<file path="src/rtl/pc_pkg.sv">
// Purpose: shared types and the command priority decoder for the program counter.
// Latency: none; types and a pure function only.
// Backpressure: none; the decoder collapses concurrent strobes to a single operation.
package pc_pkg;

  typedef enum logic [2:0] {
    PC_HOLD,
    PC_UP,
    PC_BR,
    PC_LD,
    PC_CALL,
    PC_RET
  } pc_op_e;

  // Fixed priority Ret > Call > Ld > Br > Up > hold. Losing strobes are dropped
  // here, so nothing downstream ever sees them.
  function automatic pc_op_e pc_decode(
    input logic up,
    input logic br,
    input logic ld,
    input logic call,
    input logic ret
  );
    pc_op_e op;
    if (ret)       op = PC_RET;
    else if (call) op = PC_CALL;
    else if (ld)   op = PC_LD;
    else if (br)   op = PC_BR;
    else if (up)   op = PC_UP;
    else           op = PC_HOLD;
    return op;
  endfunction

endpackage

</file>
<file path="src/rtl/ret_stack.sv">
// Purpose: LIFO of return addresses with an occupancy count.
//   Ports: i_clk, i_clr (async active-low), i_push/i_pop strobes, i_din in,
//   o_dout = top entry (combinational from registers), o_full/o_empty from count.
// Latency: push/pop take effect at the next rising edge. Backpressure: push when
//   full and pop when empty are ignored here; the caller flags them.
module ret_stack #(
  parameter int AW    = 7,
  parameter int DEPTH = 4
) (
  input  logic          i_clk,
  input  logic          i_clr,
  input  logic          i_push,
  input  logic          i_pop,
  input  logic [AW-1:0] i_din,
  output logic [AW-1:0] o_dout,
  output logic          o_full,
  output logic          o_empty
);

  localparam int CW = $clog2(DEPTH + 1);
  localparam int IW = (DEPTH > 1) ? $clog2(DEPTH) : 1;

  logic [AW-1:0] r_mem [DEPTH];
  logic [CW-1:0] r_cnt;
  logic [CW-1:0] w_top;

  // Index of the newest entry; pinned to 0 when empty so the read stays in range.
  assign w_top   = (r_cnt == '0) ? '0 : r_cnt - CW'(1);
  assign o_dout  = r_mem[w_top[IW-1:0]];
  assign o_full  = (r_cnt == CW'(DEPTH));
  assign o_empty = (r_cnt == '0);

  always_ff @(posedge i_clk or negedge i_clr) begin
    if (!i_clr) begin
      r_cnt <= '0;
      for (int i = 0; i < DEPTH; i++) r_mem[i] <= '0;
    end else if (i_push && !o_full) begin
      r_mem[r_cnt[IW-1:0]] <= i_din;
      r_cnt                <= r_cnt + CW'(1);
    end else if (i_pop && !o_empty) begin
      // Popped slot is left as-is; it is overwritten by the next push.
      r_cnt <= r_cnt - CW'(1);
    end
  end

endmodule

</file>
<file path="src/rtl/pc_seq.sv">
// Purpose: instruction-memory program counter with increment, jump, relative
//   branch and call/return through a hardware return stack.
//   Ports: i_clk, i_clr (async active-low), strobes i_up/i_br/i_ld/i_call/i_ret,
//   i_off (signed offset), i_tgt; outputs o_addr, o_full, o_empty, o_err (sticky).
// Latency: one edge, every output registered. Backpressure: none; one command per
//   cycle, call-on-full / return-on-empty leave state intact and set o_err.
module pc_seq
  import pc_pkg::*;
#(
  parameter int AW    = 7,
  parameter int DEPTH = 4,
  parameter bit SAT   = 1'b1
) (
  input  logic          i_clk,
  input  logic          i_clr,
  input  logic          i_up,
  input  logic          i_br,
  input  logic [AW-1:0] i_off,
  input  logic          i_ld,
  input  logic          i_call,
  input  logic          i_ret,
  input  logic [AW-1:0] i_tgt,
  output logic [AW-1:0] o_addr,
  output logic          o_full,
  output logic          o_empty,
  output logic          o_err
);

  localparam logic [AW-1:0] ADDR_MAX = '1;

  logic [AW-1:0] r_addr;
  logic          r_err;

  pc_op_e        w_op;
  logic [AW-1:0] w_inc;
  logic [AW-1:0] w_br;
  logic [AW-1:0] w_top;
  logic [AW-1:0] w_next;
  logic          w_full;
  logic          w_empty;
  logic          w_push;
  logic          w_pop;
  logic          w_fault;

  assign w_op = pc_decode(i_up, i_br, i_ld, i_call, i_ret);

  // Increment honours the end policy; the same value is the pushed return address.
  assign w_inc = (r_addr == ADDR_MAX) ? (SAT ? ADDR_MAX : '0) : r_addr + AW'(1);
  // Two's-complement add truncated to AW bits is the signed, always-wrapping branch.
  assign w_br  = r_addr + i_off;

  assign w_push  = (w_op == PC_CALL) && !w_full;
  assign w_pop   = (w_op == PC_RET)  && !w_empty;
  assign w_fault = ((w_op == PC_CALL) && w_full) || ((w_op == PC_RET) && w_empty);

  always_comb begin
    w_next = r_addr;
    unique case (w_op)
      PC_UP:   w_next = w_inc;
      PC_BR:   w_next = w_br;
      PC_LD:   w_next = i_tgt;
      PC_CALL: if (!w_full)  w_next = i_tgt;
      PC_RET:  if (!w_empty) w_next = w_top;
      default: w_next = r_addr;
    endcase
  end

  always_ff @(posedge i_clk or negedge i_clr) begin
    if (!i_clr) begin
      r_addr <= '0;
      r_err  <= 1'b0;
    end else begin
      r_addr <= w_next;
      if (w_fault) r_err <= 1'b1;
    end
  end

  ret_stack #(
    .AW    (AW),
    .DEPTH (DEPTH)
  ) u_ret_stack (
    .i_clk   (i_clk),
    .i_clr   (i_clr),
    .i_push  (w_push),
    .i_pop   (w_pop),
    .i_din   (w_inc),
    .o_dout  (w_top),
    .o_full  (w_full),
    .o_empty (w_empty)
  );

  assign o_addr  = r_addr;
  assign o_full  = w_full;
  assign o_empty = w_empty;
  assign o_err   = r_err;

endmodule

</file>
<file path="config.mk">
export PLATFORM = sky130hd
export DESIGN_NAME = pc_seq
export DESIGN_NICKNAME = d
export VERILOG_FILES = /design/src/rtl/pc_pkg.sv /design/src/rtl/ret_stack.sv /design/src/rtl/pc_seq.sv
export SDC_FILE = /design/constraint.sdc
export NUM_CORES = 1
export LEC_CHECK = 0
export BUFFER_PORTS_ARGS = -buffer_cell sky130_fd_sc_hd__buf_4
export CELL_PAD_IN_SITES_DETAIL_PLACEMENT = 1
export CELL_PAD_IN_SITES_GLOBAL_PLACEMENT = 1
export CORE_MARGIN = 1
export CORE_UTILIZATION = 40
export DETAILED_ROUTE_END_ITERATION = 6
export GPL_TIMING_DRIVEN = 0
export PLACE_DENSITY = 0.81
export SLEW_MARGIN = 10
export SYNTH_ARGS = -nofsm -noshare
export SYNTH_HDL_FRONTEND = slang
export SYNTH_HIERARCHICAL = 1
export SYNTH_SLANG_ARGS = --single-unit
</file>
<file path="constraint.sdc">
create_clock -name i_clk -period 2.3 [get_ports i_clk]
set_input_delay 0.345 -clock i_clk [delete_from_list [all_inputs] [get_ports i_clk]]
set_output_delay 0.345 -clock i_clk [all_outputs]
set_load 0.01 [all_outputs]
</file>
==> metrics <==
status complete, no violations; Clock transition at path regs 0.08 ns; number of remaining DRC errors 0; global-route wire length before repair 11,530 um; H-tree depth 2; Synth area leaders dfrtp_1 (37%), mux2_2 (14%), ha_1 (6.2%); min cycle time layout 2.162 ns; area of the multi-input gates 1593 um2; die footprint 6874 um2; final instance area 3127 um2; clock sinks 39; Sw Ratio 0.4318; Top Family by Delay on Critical Path simple AND/OR/NAND/NOR gates; Yosys warning total 6; vias in the first global route 2,197; Die X 82.91 um; hpwl dp 5093 um; largest net degree at the start of global routing 40; most frequent cell after synthesis dfrtp_1; clock tree buffer depth 2; R2R cell count 10; Period Utilization, post-route 0.9398; TritonCTS clock tree yes; crit path launch type register; CTS Buf Count 5; worst path required time 2.53 ns; initial antenna violation count 0; CP max-delay cell or3_2; final core area utilization 0.4924; RSZ-0062 raised after global routing false; clock skew 0.005723 ns; drt first-iter violations 83; Max rail drop VDD 0.0006743 V; worst-path maximum fanout 8; crit path buf inv count 4; Post-synth EDFFs 0; Worst path max stage delay 0.45 ns; top cell type's share of synthesized area 0.3727; Initial Util 0.4124; Post-synth top cells dfrtp_1 (39), mux2_2 (33), a22oi_1 (15), o21ai_0 (15), ha_1 (13); Area Growth Syn to Fin 19.40%; Rows 29; DR vias/cell 5.883; Post-Syn Area 2619 um2; Global Route Usage Sum 0.2080; ys async rst share 1.000; gpl congestion 0.8548; grt ovf 0; Final ANT Viol Nets 0; CTS Root Cell clkbuf_8; Primary FF master, synth dfrtp_1; Synth Instances 249; Reg power frac 0.316; Max-slew headroom 0.5809; Max Cap Viol 0; leak pwr 0.001362 uW; final setup violation count 0; core footprint 6350 um2; power per standard cell area 1308 nW/um2; die height 82.91 um; Fillers 708; fmax 462.6 MHz; Cells after DPL 355; Crit Path Category register to register; setup_tns 0 ns; fin. max-slew vios 0; syn avg cell area 10.52 um2; final non-filler cell total 366; clock network fraction of total power 0.113; worst hold-check path type input port to asynchronous set/reset pin; cells along the critical path buf_12, inv_2, ha_1, and2_4, nor3b_4, a21boi_4, buf_12, buf_4, or3_2, nand4_1; FF+latch area 975.9 um2; Crit. End Element register; Nets 323; Fin. Hold Viols 0; internal power 2325 uW; worst skew pair latency 0.29 ns; via count 2,153; Switch Pwr 1766 uW; syn_nets 284; Synth area leader dfrtp_1; IO Count 31; Port Buffers 29; Hold Buf Count CTS 0; part of the Yosys area used for sequential elements 0.3727; crit-path most repeated cell buf_12; CP Depth 10; Initial DRT Pass Iterations 4; WHS 0.01234 ns; placement-stage cell area 2974 um2; crit path DAT 2.39 ns; Comb pwr share 0.571; final WL 6890 um; Avg WL per Cell 18.83 um; diodes inserted 0; Least-Margin Pin Slew 0.6221 ns; Synth Register Bits 39; share of layout cells above drive strength 1 0.3633; Synth cell types 62
-- cell families after synthesis --
group,Yosys count,share of synthesized area
xor gates and xnor gates,6,0.02007
buffers and inverters,21,0.04204
and+or+nand+nor,66,0.1615
muxes,36,0.1543
AOI/OAI and AO/OA,67,0.1797
DFF,39,0.3727
adders and majority gates,14,0.06976
-- metal layers --
metal	track usage	up-vias	share of wire
li1	-	1022	-
met1	0.2834	1062	0.47
met2	0.3428	61	0.48
met3	0.03082	8	0.044
met4	0.06113	0	0.012
met5	0	-	0
-- flip-flops by register name, summed over array words and instances, names as in the netlist --
name,flops
o_addr,7
u_ret_stack/r_cnt,3
o_err,1
u_ret_stack/r_mem,28
-- power groups by stage --
stage                     clock network (uW)  registers (uW)  logic, uW
after CTS                                475            1280       2290
after global placement                     0            1270       2130
after global routing                     498            1340       2550
after floorplan                            0            1240       1590
final                                    462            1290       2340
after detailed placement                   0            1300       2210
-- through the flow --
stage	setup slack, ns	total power [uW]
global route	0.03768	4390
detailed placement	-0.3663	3514
floorplan	0.01391	2826
CTS	0.08189	4045
global placement	-0.3007	3406
finish	0.1384	4091
-- cell usage in the layout (no fill, tap or decap), types with 4 or more instances in the layout --
master	n
o21ai_0	13
nand3_1	9
a21oi_1	12
inv_1	7
a22oi_1	15
clkbuf_1	4
nand2b_1	5
ha_1	11
mux2_2	33
clkbuf_8	5
nand2_1	11
dfrtp_1	39
buf_4	33
a211oi_1	4
nand2_4	4
xor2_1	4
buf_2	5
-- cell type report --
class                           count  share of cell area
Buffer                             11             0.02521
Clock buffer                        6             0.02321
Clock inverter                      2            0.004002
Inverter                            8            0.009604
Multi-Input combinational cell    189              0.5094
Sequential cell                    39              0.3121
Tap cell                           77             0.03081
Timing Repair Buffer               34             0.08563
-- path summary, 6_finish.rpt --
path	slack, ns	start	to
setup / recovery	0.14	u_ret_stack/r_cnt[0]	u_ret_stack/r_cnt[2]
hold / removal	0.01	i_clr	u_ret_stack/r_mem[6]
setup reg to reg	0.14	u_ret_stack/r_cnt[0]	u_ret_stack/r_cnt[2]
hold reg to reg	0.48	o_err	o_err
max in group asynchronous	1.94	i_clr	o_addr[1]
min in group i_clk	0.48	o_err	o_err
-- what timing repair did --
item                                    in CTS  in global routing
endpoints found under the setup margin      38                 21
pin swaps                                    0                  0
setup buffers                                3                  2
cloned                                       0                  0
endpoints found under the hold margin        0                  0
resized for setup                            7                  3
No activity file was read; power rests on OpenSTA's default activity.
